`src/rtl/alu_result_display.sv`:
```
// alu_result_display: accepts a sign-magnitude ALU result and its flags over valid/ready,
// converts the magnitude to tens/units and scans it onto a 4-digit active-low 7-segment display.
// Optional feature macro: DISP_BLINK_EN (blinks the "Err" display while a divide-by-zero is shown).
module alu_result_display #(
    parameter logic [15:0] REFRESH_DIV = 16'd50000,
    parameter logic [23:0] BLINK_DIV   = 24'd5000000
) (
    input  logic       clk,
    input  logic       rst,
    input  logic       res_valid,
    output logic       res_ready,
    input  logic [4:0] c,
    input  logic       zeroflag,
    input  logic       signflag,
    input  logic       divbyzeroflag,
    output logic [3:0] an,
    output logic [6:0] seg,
    output logic       zero_led,
    output logic       sign_led
);

    localparam int unsigned MAG_W  = 4;
    localparam int unsigned SCAN_W = 16;
    localparam int unsigned IDX_W  = 2;

    localparam logic [6:0] GLYPH_MINUS = 7'b0111111;
    localparam logic [6:0] GLYPH_E     = 7'b0000110;
    localparam logic [6:0] GLYPH_R     = 7'b0101111;
    localparam logic [6:0] GLYPH_BLANK = 7'b1111111;

    typedef enum logic [1:0] {
        IDLE    = 2'd0,
        CONVERT = 2'd1,
        SHOW    = 2'd2
    } state_e;

    // Elaboration guards on the timing parameters
    if (REFRESH_DIV < 16'd2) begin : g_bad_refresh
        $error("REFRESH_DIV must be at least 2");
    end
    if (BLINK_DIV < 24'd1) begin : g_bad_blink
        $error("BLINK_DIV must be at least 1");
    end

    state_e             state_q, state_d;
    logic               ready_q, ready_d;
    logic               sign_q, sign_d;
    logic [MAG_W-1:0]   mag_q, mag_d;
    logic               tens_q, tens_d;
    logic               zf_q, zf_d;
    logic               sf_q, sf_d;
    logic               dbz_q, dbz_d;
    logic               disp_show_q, disp_show_d;
    logic               disp_neg_q, disp_neg_d;
    logic               disp_tens_q, disp_tens_d;
    logic [MAG_W-1:0]   disp_units_q, disp_units_d;
    logic               disp_dbz_q, disp_dbz_d;
    logic [SCAN_W-1:0]  cnt_q, cnt_d;
    logic [IDX_W-1:0]   idx_q, idx_d;
    logic [3:0]         an_q, an_d;
    logic [6:0]         seg_q, seg_d;
    logic               xfer;
    logic               blink_off;

    // Decimal digit to active-low {g,f,e,d,c,b,a}
    function automatic logic [6:0] digit_glyph(input logic [MAG_W-1:0] v);
        logic [6:0] g;
        case (v)
            4'd0:    g = 7'b1000000;
            4'd1:    g = 7'b1111001;
            4'd2:    g = 7'b0100100;
            4'd3:    g = 7'b0110000;
            4'd4:    g = 7'b0011001;
            4'd5:    g = 7'b0010010;
            4'd6:    g = 7'b0000010;
            4'd7:    g = 7'b1111000;
            4'd8:    g = 7'b0000000;
            4'd9:    g = 7'b0010000;
            default: g = GLYPH_BLANK;
        endcase
        return g;
    endfunction

    assign xfer = res_valid & ready_q;

`ifdef DISP_BLINK_EN
    logic [23:0] blink_cnt_q, blink_cnt_d;
    logic        blink_ph_q, blink_ph_d;

    // Blink phase timer, restarted in the lit phase on every accepted result
    always_comb begin
        blink_cnt_d = blink_cnt_q;
        blink_ph_d  = blink_ph_q;
        if (xfer) begin
            blink_cnt_d = 24'd0;
            blink_ph_d  = 1'b0;
        end else if (blink_cnt_q == BLINK_DIV - 24'd1) begin
            blink_cnt_d = 24'd0;
            blink_ph_d  = ~blink_ph_q;
        end else begin
            blink_cnt_d = blink_cnt_q + 24'd1;
        end
    end

    // Blink timer registers
    always_ff @(posedge clk) begin
        if (rst) begin
            blink_cnt_q <= 24'd0;
            blink_ph_q  <= 1'b0;
        end else begin
            blink_cnt_q <= blink_cnt_d;
            blink_ph_q  <= blink_ph_d;
        end
    end

    assign blink_off = blink_ph_d & disp_dbz_d & disp_show_d;
`else
    assign blink_off = 1'b0;
`endif

    // FSM state register
    always_ff @(posedge clk) begin
        if (rst) begin
            state_q <= IDLE;
        end else begin
            state_q <= state_d;
        end
    end

    // Next state, conversion datapath, scan and display encoding
    always_comb begin
        state_d      = state_q;
        sign_d       = sign_q;
        mag_d        = mag_q;
        tens_d       = tens_q;
        zf_d         = zf_q;
        sf_d         = sf_q;
        dbz_d        = dbz_q;
        disp_show_d  = disp_show_q;
        disp_neg_d   = disp_neg_q;
        disp_tens_d  = disp_tens_q;
        disp_units_d = disp_units_q;
        disp_dbz_d   = disp_dbz_q;
        cnt_d        = cnt_q;
        idx_d        = idx_q;
        an_d         = 4'b1111;
        seg_d        = GLYPH_BLANK;

        case (state_q)
            IDLE, SHOW: begin
                if (xfer) begin
                    state_d = CONVERT;
                    sign_d  = c[4];
                    mag_d   = c[3:0];
                    tens_d  = 1'b0;
                    zf_d    = zeroflag;
                    sf_d    = signflag;
                    dbz_d   = divbyzeroflag;
                end
            end
            CONVERT: begin
                if (mag_q >= 4'd10) begin
                    mag_d  = mag_q - 4'd10;
                    tens_d = 1'b1;
                end else begin
                    state_d      = SHOW;
                    disp_show_d  = 1'b1;
                    disp_neg_d   = sign_q & ((mag_q != 4'd0) | tens_q);
                    disp_tens_d  = tens_q;
                    disp_units_d = mag_q;
                    disp_dbz_d   = dbz_q;
                end
            end
            default: state_d = IDLE;
        endcase

        ready_d = (state_d != CONVERT);

        if (cnt_q == REFRESH_DIV - 16'd1) begin
            cnt_d = 16'd0;
            idx_d = idx_q + 2'd1;
        end else begin
            cnt_d = cnt_q + 16'd1;
        end

        if (disp_show_d && !blink_off) begin
            an_d[2'(2'd3 - idx_d)] = 1'b0;
        end

        if (disp_show_d) begin
            case (idx_d)
                2'd0: seg_d = disp_dbz_d ? GLYPH_E :
                              (disp_neg_d ? GLYPH_MINUS : GLYPH_BLANK);
                2'd1: seg_d = disp_dbz_d ? GLYPH_R :
                              (disp_tens_d ? digit_glyph(4'd1) : GLYPH_BLANK);
                2'd2: seg_d = disp_dbz_d ? GLYPH_R : digit_glyph(disp_units_d);
                default: seg_d = GLYPH_BLANK;
            endcase
        end
    end

    // Datapath and output registers
    always_ff @(posedge clk) begin
        if (rst) begin
            ready_q      <= 1'b1;
            sign_q       <= 1'b0;
            mag_q        <= 4'd0;
            tens_q       <= 1'b0;
            zf_q         <= 1'b0;
            sf_q         <= 1'b0;
            dbz_q        <= 1'b0;
            disp_show_q  <= 1'b0;
            disp_neg_q   <= 1'b0;
            disp_tens_q  <= 1'b0;
            disp_units_q <= 4'd0;
            disp_dbz_q   <= 1'b0;
            cnt_q        <= 16'd0;
            idx_q        <= 2'd0;
            an_q         <= 4'b1111;
            seg_q        <= GLYPH_BLANK;
        end else begin
            ready_q      <= ready_d;
            sign_q       <= sign_d;
            mag_q        <= mag_d;
            tens_q       <= tens_d;
            zf_q         <= zf_d;
            sf_q         <= sf_d;
            dbz_q        <= dbz_d;
            disp_show_q  <= disp_show_d;
            disp_neg_q   <= disp_neg_d;
            disp_tens_q  <= disp_tens_d;
            disp_units_q <= disp_units_d;
            disp_dbz_q   <= disp_dbz_d;
            cnt_q        <= cnt_d;
            idx_q        <= idx_d;
            an_q         <= an_d;
            seg_q        <= seg_d;
        end
    end

    assign res_ready = ready_q;
    assign an        = an_q;
    assign seg       = seg_q;
    assign zero_led  = zf_q;
    assign sign_led  = sf_q;

endmodule

```
`config.mk`:
```
export PLATFORM = sky130hd
export DESIGN_NAME = alu_result_display
export DESIGN_NICKNAME = d
export VERILOG_FILES = /design/src/rtl/alu_result_display.sv
export SDC_FILE = /design/constraint.sdc
export NUM_CORES = 1
export LEC_CHECK = 0
export ABC_AREA = 0
export CAP_MARGIN = 15
export CORE_AREA = 2 2 67 69
export CTS_BUF_LIST = sky130_fd_sc_hd__clkbuf_4 sky130_fd_sc_hd__clkbuf_8 sky130_fd_sc_hd__clkbuf_16
export CTS_CLUSTER_DIAMETER = 30
export DETAILED_ROUTE_END_ITERATION = 6
export DIE_AREA = 0 0 69 71
export GPL_ROUTABILITY_DRIVEN = 0
export HOLD_SLACK_MARGIN = 0.03
export PLACE_DENSITY_LB_ADDON = 0.3
export SLEW_MARGIN = 25
export SYNTH_ARGS = -nofsm -noshare
export SYNTH_HDL_FRONTEND = slang
export SYNTH_SLANG_ARGS = --single-unit
```
`constraint.sdc`:
```
create_clock -name clk -period 2.2 [get_ports clk]
set_input_delay 0.22 -clock clk [delete_from_list [all_inputs] [get_ports clk]]
set_output_delay 0.22 -clock clk [all_outputs]
set_load 0.005 [all_outputs]
```
# Word level (Yosys, flattened, before mapping)
# Memories as Yosys holds them, arrays and structs flattened.
# Cells that the tools add are included.
# word_totals
n_memories	1
word_cells	76
rom_bits	112
in_bits	11
reg_bits	49
# mem_list
memory	words	word_bits	read_ports	rd_clocked_by_memory_dff	wr	line	rtl
(name not given)	16	7	1	0	0	68	case (v)
# classes
reduce_logical	10
bitwise_logic	5
add_sub_neg	4
n_eq_ne	8
mux	28
order_cmp	3
# ops
operator	count
two-way mux 7 bit	4
one-hot mux 7 bit (3 select lines)	1
adder 16 x 1 -> 16 bit, second input constant	1
equality test 16 bit, second input constant	1
two-way mux 4 bit	4
two-way mux 1 bit	11
one-hot mux 4 bit (2 select lines)	1
two-way mux 2 bit	3
OR reduction 2 bit	3
equality test 2 x 1 -> 1 bit, second input constant	2
equality test 2 bit, second input constant	2
greater-or-equal comparator 4 bit, second input constant	1
logical NOT 2 bit	2
!= test 2 bit, second input constant	2
inverter 4 bit	1
one-hot mux 2 bit (2 select lines)	1
nonzero test 4 bit	1
subtractor 4 bit, second input constant	1
< comparator 2 x 3 -> 1 bit, second input constant	1
two-way mux 3 bit	1
AND reduction 3 bit	1
adder 2 x 1 -> 2 bit, second input constant	1
AND 1 bit	2
demux 1 bit (select 2 bit)	1
9 further kinds	9

# Logic depth before layout (Yosys ltp)
# Gate-level depths: netlist of the first run.
# depth
depth_word	8
ltp_mapped	9
mapped_depth_nobuf	8

# Worst setup path after synthesis of the first run
# No wires, ideal clock.
# synth_path
kind	flip-flop to flip-flop
start	register state_q[0]
end	register seg_q[5] (netlist: seg[5])
slack_ns	0.234
setup_time_ns	0.121
path_stages_with_launch	9
synth_period_minus_slack_ns	1.966
t_arrival_ns	1.846
t_required_ns	2.079
path_cell_list	dfxtp_1 nor2b_1 buf_6 o2bb2ai_1 inv_1 ha_1 or3_1 a211oi_2 o21ai_1
# synth_via
elab_chain_cells	5
# synth_lines
element	line	rtl
start, declared	45	state_e state_q, state_d;
start signal, assigned	126	state_q <= state_d;
equality test 2 x 1 -> 1 bit	149	case (state_q)
two-way mux 4 bit	149	
net disp_units_d[1]	56	logic [MAG_W-1:0] disp_units_q, disp_units_d;
memory (16 x 7 bit)	-	
two-way mux 7 bit	196	2'd2: seg_d = disp_dbz_d ? GLYPH_R : digit_glyph(disp_units_d);
one-hot mux 7 bit (3 select lines)	191	case (idx_d)
end signal, assigned	237	seg_q <= seg_d;
end, declared	61	logic [6:0] seg_q, seg_d;
# The timed path passes the listed nets, and every way through them passes these cells.
# A chain may end at the register's enable or synchronous reset.

# Final worst setup path of the first run
# layout_path
start	register mag_q[2]
end	register seg_q[5] (netlist: seg[5])
# layout_via
elab_chain_cells	6
# layout_lines
element	line	rtl
start, declared	48	logic [MAG_W-1:0] mag_q, mag_d;
start signal, assigned	224	mag_q <= mag_d;
greater-or-equal comparator 4 bit	162	if (mag_q >= 4'd10) begin
two-way mux 4 bit	162	
two-way mux 4 bit	149	
memory (16 x 7 bit)	-	
two-way mux 7 bit	196	
one-hot mux 7 bit (3 select lines)	191	
# Several ways; a longest one is shown, not always the timed one.

==> results of run 1 <==
[through the flow]
step / total power (W) / util [%] / area, um2 / setup slack (ns) / std cells
detailed placement: 0.00118 / 61.1 / 2570 / 0.133 / 331
CTS: 0.00171 / 63.2 / 2660 / 0.117 / 339
finish: 0.00169 / 63.3 / 2660 / 0.116 / 339
global route: 0.00178 / 63.3 / 2660 / 0.000118 / 339
floorplan: 0.00110 / - / 2230 / 0.234 / 253
global placement: 0.00117 / 61.1 / 2570 / 0.188 / 331
[area by class of cell]
cell class                 instances  area share, %
clock inverter                     1          0.282
multi-input combinational        186           44.0
timing repair buffer              34           11.9
clock buffer                       7           3.15
tap                               52           2.45
inverter                          10           1.41
sequential                        49           36.9
[how the worst max path moves through the flow]
stage	slack, ns	endpoint
floorplan	0.23	seg[5]
global placement	0.19	seg[5]
detailed placement	0.13	seg[5]
CTS	0.12	seg[5]
global route	0.0001	seg[5]
finish	0.12	seg[5]
[worst max-delay path: stages, from the launching register on]
cell and delay [ns]:
dfxtp_1 0.39, o21a_1 0.23, o21ai_0 0.21, and2_2 0.23
inv_1 0.05, ha_1 0.16, or3_1 0.38, a211oi_2 0.22
o21ai_1 0.09
[metal layers]
metal  up-vias  wire (um)  share of wire [%]  track usage [%]
li1        948          -                  -                -
met1       835       2140                 50             24.8
met2        24       2000                 46             31.5
met3         7        125                2.9             3.85
met4         0         65                1.5             6.10
met5         -          0                  0                0
[synthesized netlist by cell type (2+ instances only)]
library cell  number
nor2b_1            3
xor2_1            10
nand2_1           26
and4b_1            2
ha_1               5
o21a_1             3
xnor2_1            6
clkbuf_1           5
a21oi_1           14
and3_1             3
a211oi_1           2
a22oi_1            2
nor4_1             3
xnor2_2            2
nand4_1            5
o2bb2ai_1          2
or3_1              2
or2_2              2
and2_1             2
o21ai_0           11
nor2_1            36
o21ai_1            2
nand3b_1           2
inv_1             10
a31oi_1            4
mux2i_1            3
dfxtp_1           49
and4_1             2
nand2b_1           4
nand3_1           10
[cells by family after synthesis]
kind of cell             Yosys count  share of synthesized area (%)
adder cells (fa/ha/maj)            5                           2.81
multiplexers                       3                           1.35
buffers and inverters             18                           3.59
flip-flops                        49                           44.0
AND/OR/NAND/NOR                  111                           25.9
XOR/XNOR                          18                           7.74
AO/OA/AOI/OAI                     49                           14.6
[where the power goes]
group,switching [W],leakage [nW],internal [W]
combinational,0.000113,0.577,0.000103
sequential,0.0000280,0.398,0.000915
clock,0.000280,0.0453,0.000250
[state kept, by name (all words and copies together) (netlist names), 2 cells and up]
signal and count:
an 4, cnt_q 16, disp_units_q 4, idx_q 2
mag_q 4, seg 7, state_q 2
==> reports/qor.txt, run 1 <==
initial antenna violation count = 0
crit end category = flip-flop
Req. time, crit path = 2.38 ns
die height = 71 um
RSZ-0062 raised after global routing = no
Die W = 69 um
hold_ws = 0.463 ns
Synth area leader = dfxtp_1
total die area = 4900 um2
Skew-Pair Late Insertion Delay = 0.30 ns
Least-Margin Pin Slew = 0.601 ns
CTS tree = built
Cell variety after synth = 51
peak supply drop = 0.380 mV
Final period util = 94.7%
Crit. Startpoint = mag_q[2]
post-DR wirelength/cell = 12.8 um
routed wire length = 4330 um
DR DRC count = 0
Max Cap Violations = 0
worst min-delay path class = flip-flop to flip-flop
Antenna Nets Post-Route = 0
Yosys top cell area share = 44.0%
core area = 4200 um2
Power Dens Cells = 635 nW/um2
post-synthesis async set-or-reset flop share = 0%
RR Startpoint = mag_q[2]
Rel. slew slack = 59.8%
num ports = 25
CP Class = flip-flop to flip-flop
# resized after CTS = 0
most common cell after layout, fill and taps aside = dfxtp_1
FF-to-FF setup slack = 0.12 ns
reg-to-reg endpoint = seg[5]
HP Start = sign_q
outcome = finished, final reports clean
dominant cells by area after synthesis = dfxtp_1 44%, nor2_1 6.1%, nand2_1 4.4%
CP startpoint kind = flip-flop
CTS hold repair buffers = 0
first-pass GRT wire length = 7580 um
diode count = 0
TNS Setup = 0 ns
setup violators final = 0
NumNets Final = 302
root buf cell = clkbuf_8
maximum number of pins on one net before global-route repair = 23
clock skew = 0.00514 ns
Post-synth EDFFs = 0
drt via density = 5.35
share of layout cells above drive strength 1 = 11.8%
CTS buffer count = 5
GRT Overall Usage = 18.9%
Fillers = 384
Port Buffer Count = 24
Synth Flop Type = dfxtp_1
Avg Inst Size Synth = 8.81 um2
Fmax = 480 MHz
Synth Instances = 253
# Post-CTS Setup Buffers = 0
DR vias = 1814
Syn. warnings = 0
Final Hold Viols = 0
worst-path fanout max = 8
DR iter-0 viols = 104
crit path DAT = 2.27 ns
Initial DRT Pass Iterations = 4
Worst Hold Endpoint = sign_q
Final HPWL DP = 3220 um
vias in the first global route = 1716
CTS max path bufs = 2
Final min period = 2.08 ns
commonest cells after routing, fill and taps aside = 49 x dfxtp_1, 36 x nor2_1, 26 x nand2_1
LEAKAGE = 1.02 nW
GRT Residual Overflow = 0
row count = 24
area of the multi-input gates = 1170 um2
Worst-path clk slew = 0.09 ns
CTS sink cnt = 49
register area = 981 um2
worst r2r path cells = 8
Mapped Nets = 269
depth of the worst hold-timing path = 2
Initial Util = 53.0%
FF+latch count, synth = 49
# H-tree levels = 2
Final Max Tran Viols = 0
sequential area share after synthesis = 44.0%
Area Overhead vs Synth = 19.3%
synthesized area = 2230 um2
No activity file was read; power rests on OpenSTA's default activity.
==> run 2, diff against run 1 <==
--- a/config.mk
+++ b/config.mk
@@ -15,6 +15,7 @@
 export GPL_ROUTABILITY_DRIVEN = 0
 export HOLD_SLACK_MARGIN = 0.03
 export PLACE_DENSITY_LB_ADDON = 0.3
+export SKIP_LAST_GASP = 1
 export SLEW_MARGIN = 25
 export SYNTH_ARGS = -nofsm -noshare
 export SYNTH_HDL_FRONTEND = slang
==> results of run 2 <==
Same layout as run 1: the final DEF is identical, and so are final timing and power.
==> run 3, diff against run 2 <==
--- a/config.mk
+++ b/config.mk
@@ -7,14 +7,14 @@
 export LEC_CHECK = 0
 export ABC_AREA = 0
 export CAP_MARGIN = 15
-export CORE_AREA = 2 2 67 69
+export CORE_AREA = 2 2 93 95
 export CTS_BUF_LIST = sky130_fd_sc_hd__clkbuf_4 sky130_fd_sc_hd__clkbuf_8 sky130_fd_sc_hd__clkbuf_16
 export CTS_CLUSTER_DIAMETER = 30
 export DETAILED_ROUTE_END_ITERATION = 6
-export DIE_AREA = 0 0 69 71
+export DIE_AREA = 0 0 95 97
 export GPL_ROUTABILITY_DRIVEN = 0
 export HOLD_SLACK_MARGIN = 0.03
-export PLACE_DENSITY_LB_ADDON = 0.3
+export PLACE_DENSITY_LB_ADDON = 0.08
 export SKIP_LAST_GASP = 1
 export SLEW_MARGIN = 25
 export SYNTH_ARGS = -nofsm -noshare
==> reports/qor.txt, run 3 (synthesis results as in run 1) <==
outcome = finished, final reports clean
initial antenna violation count = 0
Area Overhead vs Synth = 23.2%
total die area = 9220 um2
RSZ-0062 raised after global routing = no
Req. time, crit path = 2.39 ns
Rel. slew slack = 70.7%
CP top delay family = simple AND/OR/NAND/NOR gates
CTS max path bufs = 2
diode count = 0
num ports = 25
Final HPWL DP = 3760 um
Skew-Pair Late Insertion Delay = 0.30 ns
Antenna Nets Post-Route = 0
Final min period = 2.01 ns
Power Dens Cells = 610 nW/um2
CTS sink cnt = 49
CP Buf/Inv Count = 2
GRT Residual Overflow = 0
most common cell after layout, fill and taps aside = dfxtp_1
final core utilization = 33.8%
DR iter-0 viols = 98
maximum number of pins on one net before global-route repair = 23
Port Buffer Count = 24
CTS buffer count = 5
clock skew = 0.00354 ns
drt via density = 4.65
DR DRC count = 0
die height = 97 um
worst-path fanout max = 7
NumNets Final = 307
Slowest-stage cell, CP = or3_1
peak supply drop = 0.255 mV
worst min-delay path class = flip-flop to flip-flop
CP Cell Sequence = nor2b_1 > buf_4 > o2bb2ai_1 > inv_1 > ha_1 > or3_1 > a211oi_2 > o21ai_1
commonest cells after routing, fill and taps aside = 48 x dfxtp_1, 36 x nor2_1, 26 x nand2_1
Final period util = 91.4%
first-pass GRT wire length = 8650 um
crit end category = flip-flop
CP startpoint kind = flip-flop
routed wire length = 5070 um
core area = 8130 um2
# H-tree levels = 2
DR vias = 1835
Final Max Tran Viols = 0
root buf cell = clkbuf_8
Final Hold Viols = 0
Initial DRT Pass Iterations = 4
CP peak stage delay = 0.39 ns
Initial Util = 27.4%
post-DR wirelength/cell = 12.8 um
Worst-path clk slew = 0.09 ns
share of layout cells above drive strength 1 = 12.8%
TNS Setup = 0 ns
Biggest register = cnt_q
max reg flops = 16
Least-Margin Pin Slew = 0.438 ns
crit path DAT = 2.20 ns
Die W = 95 um
CTS hold repair buffers = 0
GRT Overall Usage = 11.7%
LEAKAGE = 1.04 nW
CP Class = flip-flop to flip-flop
CTS tree = built
vias in the first global route = 1756
Max Cap Violations = 0
row count = 33
Fmax = 498 MHz
setup violators final = 0
-- run 3: cell count changes in the layout (fill, tap and decap cells not counted), sizes merged --
cell      before  now
clkinvlp       1    0
clkinv         0    1
buf           10   15
clkbuf         7    5
-- run 3: per-layer routing --
| metal | up-vias | track usage [%] | share of wire (%) |
|---|---|---|---|
| met2 | 37 | 17.3 | 43 |
| met1 | 834 | 16.7 | 52 |
| met4 | 0 | 4.01 | 1.5 |
| met3 | 8 | 2.57 | 3.7 |
| met5 | - | 0 | 0 |
| li1 | 956 | - | - |
-- run 3: timing repair --
item                                    CTS  global route
gates resized for setup                   0             2
endpoints found under the setup margin    0             5
buffers inserted                          0             0
-- run 3: tightest hold or removal path, delay by kind of cell, from the launching register on --
| family | cells | cell delay, ns |
|---|---|---|
| simple gates | 1 | 0.05 |
| compound gates | 1 | 0.05 |
| flops | 1 | 0.32 |
-- run 3: power breakdown --
part	leakage, nW	total [W]	switching [W]	internal [W]
Clock	0.0399	0.000504	0.000293	0.000210
Combinational	0.601	0.000229	0.000120	0.000109
Sequential	0.399	0.000942	0.0000273	0.000915
-- run 3: path summary, 6_finish.rpt --
check	end	slack, ns	depth (start not counted)	start
hold reg to reg	zero_led	0.46	2	zero_led
hold / removal	zero_led	0.46	2	zero_led
setup / recovery	seg[5]	0.19	8	state_q[0]
setup reg to reg	seg[5]	0.19	8	state_q[0]
-- run 3: per-stage QoR --
| step | cell area, um2 | hold WS [ns] | std cells | worst slack (ns) | total power (W) |
|---|---|---|---|---|---|
| 3_5_place_dp | 2670 | 0.451 | 389 | 0.157 | 0.00119 |
| 4_1_cts | 2750 | 0.461 | 395 | 0.131 | 0.00170 |
| 5_1_grt | 2750 | 0.466 | 395 | 0.0153 | 0.00176 |
| 3_3_place_gp | 2670 | 0.445 | 389 | 0.204 | 0.00119 |
| 6_report | 2750 | 0.459 | 395 | 0.190 | 0.00168 |
| 2_1_floorplan | 2230 | 0.344 | 253 | 0.234 | 0.00110 |
-- run 3: area by class of cell --
class | instances | area (um2)
Clock inverter | 1 | 5.00
Inverter | 10 | 37.5
Multi-Input combinational cell | 186 | 1170
Fill cell | 853 | 5390
Timing Repair Buffer | 39 | 353
Tap cell | 105 | 131
Sequential cell | 49 | 982
Clock buffer | 5 | 68.8
